==> src/rtl/capture_sequencer.sv <==
// Frame-capture sequencer: erase, expose for a clamped exposure length, then read rows 1 and 2.
// Outputs are registered from the next state, so they change on the same edge as the state.
module capture_sequencer #(
  parameter int ERASE_CYCLES = 2,
  parameter int EXP_MIN      = 2,
  parameter int EXP_MAX      = 30
) (
  input  logic       Clk,
  input  logic       Reset,
  input  logic       Init,
  input  logic [4:0] Exp_Time,
  output logic       Erase,
  output logic       Expose,
  output logic       NRE_1,
  output logic       NRE_2,
  output logic       ADC,
  output logic       Busy,
  output logic       Frame_Done
);

  typedef enum logic [2:0] {IDLE, ERASE, EXPOSE, READ_1, READ_2, DONE} state_t;

  localparam logic [4:0] ERASE_LOAD = 5'(ERASE_CYCLES - 1);
  localparam logic [4:0] E_MIN      = 5'(EXP_MIN);
  localparam logic [4:0] E_MAX      = 5'(EXP_MAX);
  localparam logic [4:0] READ_LOAD  = 5'd2;

  state_t     state, state_nxt;
  logic [4:0] cnt, cnt_nxt;
  logic [4:0] e_len, e_clamp;
  logic       init_q;
  logic       start;

  assign start = Init & ~init_q & (state == IDLE);

  always_comb begin
    e_clamp = Exp_Time;
    if (Exp_Time < E_MIN)
      e_clamp = E_MIN;
    else if (Exp_Time > E_MAX)
      e_clamp = E_MAX;
  end

  // Each timed phase loads the counter with (length - 1) and leaves when it reaches 0.
  always_comb begin
    state_nxt = state;
    cnt_nxt   = cnt;
    case (state)
      IDLE: begin
        if (start) begin
          state_nxt = ERASE;
          cnt_nxt   = ERASE_LOAD;
        end
      end
      ERASE: begin
        if (cnt == 5'd0) begin
          state_nxt = EXPOSE;
          cnt_nxt   = e_len - 5'd1;
        end else begin
          cnt_nxt = cnt - 5'd1;
        end
      end
      EXPOSE: begin
        if (cnt == 5'd0) begin
          state_nxt = READ_1;
          cnt_nxt   = READ_LOAD;
        end else begin
          cnt_nxt = cnt - 5'd1;
        end
      end
      READ_1: begin
        if (cnt == 5'd0) begin
          state_nxt = READ_2;
          cnt_nxt   = READ_LOAD;
        end else begin
          cnt_nxt = cnt - 5'd1;
        end
      end
      READ_2: begin
        if (cnt == 5'd0) begin
          state_nxt = DONE;
          cnt_nxt   = 5'd0;
        end else begin
          cnt_nxt = cnt - 5'd1;
        end
      end
      DONE: begin
        state_nxt = IDLE;
        cnt_nxt   = 5'd0;
      end
      default: begin
        state_nxt = IDLE;
        cnt_nxt   = 5'd0;
      end
    endcase
  end

  // init_q resets high so an Init held through reset is not taken as a new edge.
  always_ff @(posedge Clk) begin
    if (Reset) begin
      state      <= IDLE;
      cnt        <= 5'd0;
      e_len      <= 5'd0;
      init_q     <= 1'b1;
      Erase      <= 1'b0;
      Expose     <= 1'b0;
      NRE_1      <= 1'b1;
      NRE_2      <= 1'b1;
      ADC        <= 1'b0;
      Busy       <= 1'b0;
      Frame_Done <= 1'b0;
    end else begin
      state      <= state_nxt;
      cnt        <= cnt_nxt;
      init_q     <= Init;
      if (start)
        e_len <= e_clamp;
      Erase      <= (state_nxt == ERASE);
      Expose     <= (state_nxt == EXPOSE);
      NRE_1      <= (state_nxt != READ_1);
      NRE_2      <= (state_nxt != READ_2);
      ADC        <= ((state_nxt == READ_1) || (state_nxt == READ_2)) && (cnt_nxt == 5'd1);
      Busy       <= (state_nxt != IDLE);
      Frame_Done <= (state_nxt == DONE);
    end
  end

endmodule

==> config.mk <==
export PLATFORM = sky130hd
export DESIGN_NAME = capture_sequencer
export DESIGN_NICKNAME = d
export VERILOG_FILES = /design/src/rtl/capture_sequencer.sv
export SDC_FILE = /design/constraint.sdc
export NUM_CORES = 1
export LEC_CHECK = 0
export BUFFER_PORTS_ARGS = -buffer_cell sky130_fd_sc_hd__buf_2
export CAP_MARGIN = 20
export CORE_UTILIZATION = 30
export DETAILED_ROUTE_END_ITERATION = 10
export PLACE_DENSITY = 0.48
export SETUP_SLACK_MARGIN = 0.02
export SYNTH_ARGS = -nofsm -noshare
export SYNTH_HDL_FRONTEND = slang
export SYNTH_SLANG_ARGS = --single-unit
==> constraint.sdc <==
create_clock -name Clk -period 2.16 [get_ports Clk]
set_input_delay 0 -clock Clk [delete_from_list [all_inputs] [get_ports Clk]]
set_output_delay 0 -clock Clk [all_outputs]
set_load 0.03 [all_outputs]
Word level (Yosys, flattened, before mapping)
Index checks and enable logic that the tools add are counted.
- bitwise logic cells: 3
- magnitude comparators: 2
- mux-type cells: 13
- equal/unequal tests: 12
- reduce and logical (&&, ||, !) cells: 6
- add/sub/neg operators: 2
- operators by type and width (operator ; count):
    2-to-1 mux 5 bit ; 6
    one-hot mux 5 bit (4 select lines) ; 1
    2-to-1 mux 3 bit ; 5
    one-hot mux 3 bit (5 select lines) ; 1
    == test 3 x 2 -> 1 bit, second input constant ; 4
    subtractor 5 x 1 -> 5 bit, second input constant ; 2
    == test 3 bit, second input constant ; 3
    == test 3 x 1 -> 1 bit, second input constant ; 2
    == test 5 x 1 -> 1 bit, second input constant ; 1
    > comparator 5 bit, second input constant ; 1
    logical NOT 5 bit ; 1
    < comparator 5 x 2 -> 1 bit, second input constant ; 1
    logical NOT 3 bit ; 1
    != test 3 x 2 -> 1 bit, second input constant ; 1
    != test 3 bit, second input constant ; 1
    nonzero test 3 bit ; 1
    bitwise AND 1 bit ; 2
    OR reduction 2 bit ; 1
    logical AND 1 bit ; 1
    logical OR 1 bit ; 1
    NOT 1 bit ; 1
- bits of input ports: 8
- output and inout port bits: 7
- bits in registers: 21
- word-level logic and storage cells: 49

Longest topological paths before layout
Gate-level depths: netlist of run 1.
- word-level depth: 8
- mapped depth: 8
- depth with buffers taken out: 7

Worst setup path after synthesis of run 1
Ideal clock, no wire load.
- path kind: register to register
- start point: reg cnt[0]
- end point: reg ADC
- stages on the path, launching flop included: 9
- period minus slack after synthesis: 1.863 ns
- path slack: 0.297 ns
- arrival: 1.739 ns
- required time: 2.036 ns
- setup time: 0.124 ns
- path through: dfxtp_1 -> inv_1 -> ha_1 -> or4b_1 -> buf_2 -> a31oi_1 -> nor2_1 -> o31ai_2 -> nor4_2
- cells in the longest elaborated chain, start to end: 6
- ends and longest elaborated chain (element ; RTL line ; text):
    start, declared ; 29 ; logic [4:0] cnt, cnt_nxt;
    start signal, assigned ; 114 ; cnt <= cnt_nxt;
    parallel branches: the longest is 5 deep, another holds subtractor 5 x 1 -> 5 bit ; - ;
    logical AND 1 bit (*) ; 122 ; ADC <= ((state_nxt == READ_1) || (state_nxt == READ_2)) && (cnt_nxt == 5'd1);
    end signal, assigned ; 122 ;
    end, declared ; 16 ; output logic ADC,
Mark *: on every way between the ends.
A chain may end at the register's enable or synchronous reset.

Worst setup path after layout of run 1
- start point: reg cnt[0]
- end point: reg cnt[0]
- cells in the longest elaborated chain, start to end: 3
- ends and longest elaborated chain (element ; RTL line ; text):
    subtractor 5 x 1 -> 5 bit or logical NOT 5 bit (tied branches) ; - ;
    2-to-1 mux 5 bit, on equally long branches ; - ;
    one-hot mux 5 bit (4 select lines) (*) ; 48 ; case (state)
Mark *: on every way between the ends. The rest lies on a longest branch, timed or not.

==> results.yml, run 1 <==
clock_network:
  postCtsSetupRepairBufs: 0
  cts_tree: "done"
  cts_hold_buf: 3
  cts-root-buf: "clkbuf_8"
  h-tree-depth: 1
  clkTransAtPathRegs_ps: 80
  cts.sinks: 21
  ctsResizeCount: 0
  cts_made_buffers: 3
  clock_latency_ps: 260
  cts_max_path_buffers: 2
final_layout:
  final_common_cell: "dfxtp_1"
  num_antenna_cells: 0
  most-common-layout-cells: "21 x dfxtp_1, 14 x buf_2, 13 x nor2_1"
  nets: 170
  final_layout_size_suffix_gt1_frac: 0.214
  syn_to_final_growth_pct: 18.6
  nFillCells: 386
floorplan:
  boundaryPins: 15
  fp.dieW_um: 63.7
  core_area_sq_um: 3660
  row_count: 22
  dieArea_sq_um: 4060
  die_h_um: 63.7
  start_util: 0.312
critical_path:
  max_stage_delay_ps: 530
  crit_buf_inv: 2
  worstPathArrival_ps: 2100
  critPathTopFamily: "simple AND/OR/NAND/NOR gates"
  crit_chain: "inv_1 -> ha_1 -> or4b_1 -> a31oi_1 -> nor2_1 -> o31ai_2 -> inv_1"
  crit_top_cell: "inv_1"
  crit_cells: 7
  critPathSlowestCell: "or4b_1"
  reg2regPathDepth: 7
  crit_start: "cnt[0]"
  start_kind: "register"
  worst_ep_required_time_ps: 2310
  worstSetupPathType: "register to register"
  crit_path_end_kind: "register"
  path_max_fanout: 6
  r2r_start: "cnt[0]"
worst_hold_path:
  min_path_cells: 3
  hp-class: "input port to register"
  min_from: "Exp_Time[2]"
yosys:
  synthCells: 140
  synth_ff_type: "dfxtp_1"
  syn_area_per_cell_sq_um: 8.17
  synth.distinct_cells: 43
  synth_edf_count: 0
  ys_top_cells_by_area: "dfxtp_1 37%, a21oi_1 5.3%, nor3_1 5.3%"
  syn_area_sq_um: 1140
  async_flop_share: 0
  syn_nets: 150
  ys_seq_area_frac: 0.368
  ys_ff_latch: 21
  synth_top_area_frac: 0.368
  yosysWarnings: 0
  yosysTopAreaCell: "dfxtp_1"
global_routing:
  grt_pass1_wl_um: 4620
  grt_antenna_before_repair: 0
  grt_use_total: 0.149
  grt_pass1_vias: 1025
  grt_max_degree: 17
  grt-ovfl-total: 0
sta:
  period_share: 0.903
  fmax_mhz: 513
  worst_pin_slew_ps: 539
  setup_violations: 0
  slew_headroom: 0.638
  holdWs_ps: 5.60
  rsz0062_at_grt: "no"
  clock_skew_ps: 4.19
  finalSetupTns_ps: 0
  fin_crit_ps: 1950
  drv_slew: 0
  hold_viol: 0
route:
  postRouteAntennaNets: 0
  drc: 0
  vias_per_cell: 5.12
  via_count: 1059
  wl_per_cell_um: 13.1
  drt-total-wl_um: 2720
  drt_first_pass_iters: 4
  dr.first_iter.drc_count: 44
placed_design:
  dp_hpwl_um: 1950
  gp_congestion: 0.885
  io_buffers: 14
outcome:
  outcome: "finished clean"
power:
  ir_drop_mv: 0.420
  power_leakage_nw: 0.536
  power_mw: 1.85
  powerDensity_nw_per_um2: 1360
run:
  maxCapViolCount: 0
-- path summary, 6_finish.rpt --
path,end,slack [ps]
min,e_len[2],6
min reg2reg,e_len[4],480
max,cnt[0],210
max reg2reg,cnt[0],210
-- cell type report --
type,instances,area [sq um],share of cell area
timing repair buffer,24,153,0.113
multi-input combinational,103,652,0.481
clock buffer,4,45.0,0.0332
tap,48,60.1,0.0443
sequential,21,420,0.310
inverter,7,26.3,0.0194
-- kinds of logic after synthesis --
kind of cell	count (synthesis)	share of synthesized area
mux	1	0.00875
flops	21	0.368
buf+inv	16	0.0624
xor+xnor	7	0.0536
compound gates	31	0.178
fa+ha+maj	2	0.0219
simple gates	62	0.307
-- report_power, final --
group	switching [mW]	total [mW]	internal (mW)
clock	0.134	0.265	0.132
sequential	0.0737	0.533	0.460
combinational	0.588	1.05	0.459
total	0.795	1.85	1.05
-- routing by layer --
layer | up-vias | part of all wire | track usage
li1 | 530 | - | -
met3 | 4 | 0.029 | 0.0268
met1 | 505 | 0.47 | 0.188
met5 | - | 0 | 0
met4 | 0 | 0.016 | 0.0795
met2 | 20 | 0.48 | 0.239
-- registers in the layout, summed over array words and instances, names as in the netlist --
signal	cells
cnt	5
e_len	5
state	3
ADC	1
Busy	1
Erase	1
Expose	1
Frame_Done	1
NRE_1	1
NRE_2	1
init_q	1
-- stage by stage --
step | area, sq um | setup slack, ps | std cells | utilization
final | 1360 | 209 | 207 | 0.370
after global routing | 1360 | 72.2 | 207 | 0.370
after CTS | 1360 | 220 | 207 | 0.370
after detailed placement | 1280 | 235 | 200 | 0.350
after global placement | 1280 | 262 | 200 | 0.350
after floorplan | 1140 | 297 | 140 | -
-- synthesized netlist by cell type, drive strengths merged (3+ instances only) --
library cell and count:
dfxtp 21, o21ai 4, xnor2 5, inv 7, or2 3, nor4 3
nor2 13, buf 4, nor3 12, clkbuf 5, a211oi 3, nand2 14
a21oi 12
-- worst register-to-register path, delay by kind of cell, from the launching register on --
family	cells	cell delay (ps)
flip-flops	1	340
AO/OA/AOI/OAI	2	500
AND/OR/NAND/NOR	2	600
buffers and inverters	2	150
adder cells (fa/ha/maj)	1	250
Note: power is estimated with default switching activity, not from simulation.
==> run 2: changes to the inputs <==
--- a/config.mk
+++ b/config.mk
@@ -8,6 +8,7 @@
 export BUFFER_PORTS_ARGS = -buffer_cell sky130_fd_sc_hd__buf_2
 export CAP_MARGIN = 20
 export CORE_UTILIZATION = 30
+export CTS_BUF_LIST = sky130_fd_sc_hd__clkbuf_8 sky130_fd_sc_hd__clkbuf_16
 export DETAILED_ROUTE_END_ITERATION = 10
 export PLACE_DENSITY = 0.48
 export SETUP_SLACK_MARGIN = 0.02
==> run 2 against run 1 <==
Effect of this change:
- flip-flop and latch count stayed put
- hold slack better by 2.0 ps
- sequential share of layout area stayed put
- sequential power hardly changed
- die area stayed put
==> results.yml, run 2 (same netlist as run 1, synthesis figures left out) <==
critical_path:
  worstSetupPathType: "register to register"
  start_kind: "register"
  rr_endpoint: "cnt[0]"
  crit_start: "cnt[0]"
  worstPathArrival_ps: 2110
  r2r_start: "cnt[0]"
  reg2reg_slack_ps: 200
  path_max_fanout: 6
  crit_path_end: "cnt[0]"
  crit_path_end_kind: "register"
  reg2regPathDepth: 7
  worst_ep_required_time_ps: 2310
clock_network:
  postCtsSetupRepairBufs: 0
  clock_latency_ps: 260
  h-tree-depth: 1
  cts_max_path_buffers: 2
  cts_made_buffers: 3
  cts-root-buf: "clkbuf_8"
  cts_tree: "done"
  clkTransAtPathRegs_ps: 70
  ctsResizeCount: 0
  cts.sinks: 21
  cts_hold_buf: 3
global_routing:
  grt-ovfl-total: 0
  grt_max_degree: 17
  grt_pass1_vias: 1020
  grt_pass1_wl_um: 4620
  grt_antenna_before_repair: 0
  grt_use_total: 0.149
final_layout:
  most-common-layout-cells: "21 x dfxtp_1, 14 x buf_2, 13 x nor2_1"
  num_antenna_cells: 0
  top_regs: "cnt (5), e_len (5), state (3)"
  nFillCells: 386
  nets: 170
  final_common_cell: "dfxtp_1"
  final_layout_size_suffix_gt1_frac: 0.214
  syn_to_final_growth_pct: 18.6
sta:
  hold_viol: 0
  period_share: 0.907
  fmax_mhz: 510
  finalSetupTns_ps: 0
  slew_headroom: 0.630
  rsz0062_at_grt: "no"
  setup_violations: 0
  clock_skew_ps: 4.79
  worst_pin_slew_ps: 551
  fin_crit_ps: 1960
  drv_slew: 0
power:
  ir_drop_mv: 0.421
  power_leakage_nw: 0.540
  powerDensity_nw_per_um2: 1360
  power_mw: 1.84
route:
  drc: 0
  wl_per_cell_um: 13.0
  vias_per_cell: 5.08
  drt_first_pass_iters: 4
  postRouteAntennaNets: 0
  via_count: 1051
  drt-total-wl_um: 2700
  dr.first_iter.drc_count: 48
floorplan:
  fp.dieW_um: 63.7
  core_area_sq_um: 3660
  start_util: 0.312
  row_count: 22
  boundaryPins: 15
  dieArea_sq_um: 4060
  die_h_um: 63.7
placed_design:
  io_buffers: 14
  dp_hpwl_um: 1950
  gp_congestion: 0.885
outcome:
  outcome: "finished clean"
worst_hold_path:
  hp-class: "input port to register"
run:
  maxCapViolCount: 0
-- run 2: where the power goes --
group | internal (mW) | total, mW | switching [mW]
Combinational | 0.459 | 1.05 | 0.590
Clock | 0.127 | 0.258 | 0.131
Sequential | 0.460 | 0.534 | 0.0740
Total | 1.05 | 1.84 | 0.795
-- run 2: worst min-delay path by stage --
| stage | start | end | depth (start not counted) |
|---|---|---|---|
| 2_1_floorplan | Reset | Erase | 1 |
| 3_3_place_gp | Init | init_q | 2 |
| 3_5_place_dp | Init | init_q | 2 |
| 4_1_cts | Exp_Time[2] | e_len[2] | 3 |
| 5_1_grt | Exp_Time[2] | e_len[2] | 3 |
| 6_report | Exp_Time[2] | e_len[2] | 3 |
-- run 2: final cells by class --
class	instances	area [sq um]	share of cell area
inverters	7	26.3	0.0194
flip-flops and latches	21	420	0.310
clock inverters	1	3.75	0.00277
clock buffers	3	41.3	0.0304
multi-input cells	103	652	0.481
well taps	48	60.1	0.0443
repair buffers	24	153	0.113
-- run 2: worst max-delay path, cell delays in order (launching register included) --
cell and delay [ps]:
dfxtp_1 340, inv_1 80, ha_1 250, or4b_1 540, a31oi_1 200, nor2_1 70, o31ai_2 300, inv_1 70
-- run 2: per-stage QoR --
step / hold slack (ps) / setup WS (ps) / util / cells / area [sq um]
after CTS: 1.91 / 220 / 0.370 / 207 / 1360
final: 7.65 / 201 / 0.370 / 207 / 1360
after global placement: 198 / 262 / 0.350 / 200 / 1280
after global routing: 7.16 / 71.7 / 0.370 / 207 / 1360
after floorplan: 75.7 / 297 / - / 140 / 1140
after detailed placement: 199 / 235 / 0.350 / 200 / 1280
-- run 2: metal layers --
metal,up-vias,global-route usage,wire [um]
li1,530,-,-
met1,479,0.188,1250
met2,36,0.242,1280
met3,6,0.0268,113
met4,0,0.0739,55
met5,-,0,0
==> run 3: changes to the inputs <==
--- a/config.mk
+++ b/config.mk
@@ -10,6 +10,7 @@
 export CORE_UTILIZATION = 30
 export CTS_BUF_LIST = sky130_fd_sc_hd__clkbuf_8 sky130_fd_sc_hd__clkbuf_16
 export DETAILED_ROUTE_END_ITERATION = 10
+export HOLD_SLACK_MARGIN = 0.06
 export PLACE_DENSITY = 0.48
 export SETUP_SLACK_MARGIN = 0.02
 export SYNTH_ARGS = -nofsm -noshare
==> run 3 against run 2 <==
Effect of this change:
- sequential power about the same
- flip-flop and latch count did not move
- critical path depth unchanged
- critical path type unchanged
==> results.yml, run 3 (same netlist as run 1, synthesis figures left out) <==
critical_path:
  max_stage_delay_ps: 540
  crit_top_cell: "inv_1"
  path_max_fanout: 6
  reg2regPathDepth: 7
  worstPathArrival_ps: 2120
  rr_endpoint: "cnt[0]"
  r2r_start: "cnt[0]"
  worst_ep_required_time_ps: 2310
  reg2reg_slack_ps: 190
  start_kind: "register"
  crit_chain: "inv_1 -> ha_1 -> or4b_1 -> a31oi_1 -> nor2_1 -> o31ai_2 -> inv_1"
  crit_path_end_kind: "register"
  critPathSlowestCell: "or4b_1"
  worstSetupPathType: "register to register"
floorplan:
  boundaryPins: 15
  core_area_sq_um: 3660
  die_h_um: 63.7
  row_count: 22
  start_util: 0.312
  dieArea_sq_um: 4060
  fp.dieW_um: 63.7
clock_network:
  cts-root-buf: "clkbuf_8"
  cts.sinks: 21
  h-tree-depth: 1
  postCtsSetupRepairBufs: 0
  cts_tree: "done"
  clkTransAtPathRegs_ps: 80
  cts_max_path_buffers: 2
  cts_made_buffers: 3
  clock_latency_ps: 260
global_routing:
  grt_pass1_vias: 1038
  met3_usage: 0.0268
  grt_antenna_before_repair: 0
  use_met2: 0.250
  grt_use_met1: 0.188
  grt_use_total: 0.151
  grt_max_degree: 17
  grt-ovfl-total: 0
  grt_pass1_wl_um: 4690
  top_usage_layer: "met2"
placed_design:
  io_buffers: 14
  gp_congestion: 0.885
  dp_hpwl_um: 1950
final_layout:
  multiInputGateArea_sq_um: 652
  seq_area_sq_um: 420
  most-common-layout-cells: "21 x dfxtp_1, 14 x buf_2, 13 x nor2_1"
  finalCoreUtilization: 0.376
  final_layout_size_suffix_gt1_frac: 0.211
  num_antenna_cells: 0
  syn_to_final_growth_pct: 20.4
  nets: 172
  nFillCells: 385
  final_common_cell: "dfxtp_1"
  top_regs: "cnt (5), e_len (5), state (3)"
power:
  power_leakage_nw: 0.548
  powerDensity_nw_per_um2: 1340
  ir_drop_mv: 0.420
route:
  dr.first_iter.drc_count: 66
  vias_per_cell: 5.08
  drt-total-wl_um: 2740
  drc: 0
  via_count: 1062
  wl_per_cell_um: 13.1
  postRouteAntennaNets: 0
  drt_first_pass_iters: 4
sta:
  rsz0062_at_grt: "no"
  slew_headroom: 0.633
  worst_pin_slew_ps: 546
  setup_violations: 0
  drv_slew: 0
  period_share: 0.910
  fmax_mhz: 509
  hold_viol: 0
  finalSetupTns_ps: 0
  fin_crit_ps: 1970
  clock_skew_ps: 4.96
worst_hold_path:
  min_from: "Exp_Time[1]"
  hp-class: "input port to register"
  min_path_cells: 4
  holdPathEnd: "e_len[0]"
outcome:
  outcome: "finished clean"
run:
  maxCapViolCount: 0
run 3: cell types whose count changed in the layout (fill, tap and decap cells not counted), sizes merged:
cell	previous run	this run
dlygate4sd3	3	5
run 3: metal layers:
metal	routed length, um	share of wire
met5	0	0
met4	43	0.016
met3	90	0.033
met2	1330	0.49
met1	1270	0.47
run 3: worst max path at each step:
stage	from	end	slack, ps	depth (start not counted)
6_report	cnt[0]	cnt[0]	190	7
5_1_grt	cnt[0]	ADC	70	7
4_1_cts	cnt[0]	cnt[0]	220	7
3_5_place_dp	cnt[0]	cnt[0]	230	7
3_3_place_gp	cnt[0]	ADC	260	7
2_1_floorplan	cnt[0]	ADC	300	8
run 3: what timing repair did:
item,CTS,global route
hold buffers,5,0
endpoints found under the hold margin,5,0
resized for setup,0,0
run 3: stage by stage:
step / cell area (sq um) / instances / hold slack [ps] / total power [mW] / setup WS, ps
6_report: 1380 / 209 / 89.5 / 1.84 / 194
5_1_grt: 1380 / 209 / 116 / 1.98 / 71.7
4_1_cts: 1380 / 209 / 80.6 / 1.84 / 220
3_5_place_dp: 1280 / 200 / 199 / 1.57 / 235
3_3_place_gp: 1280 / 200 / 198 / 1.57 / 262
2_1_floorplan: 1140 / 140 / 75.7 / 1.29 / 297
run 3: final cells by class:
type	instances	share of cell area
clock inverter	1	0.00273
multi-input combinational	103	0.474
clock buffer	3	0.0300
timing repair buffer	26	0.125
tap	48	0.0436
sequential	21	0.305
inverter	7	0.0191
run 3: where the power goes:
part | total [mW] | leakage [nW] | internal [mW] | switching [mW]
sequential | 0.534 | 0.171 | 0.460 | 0.0739
clock | 0.259 | 0.0269 | 0.127 | 0.132
combinational | 1.05 | 0.350 | 0.461 | 0.588
run 3: critical path: cells and delay by family, from the launching register on:
family / cells / cell delay [ps]
DFF: 1 / 340
adders and majority gates: 1 / 250
and+or+nand+nor: 2 / 610
buffers and inverters: 2 / 150
AOI/OAI and AO/OA: 2 / 500
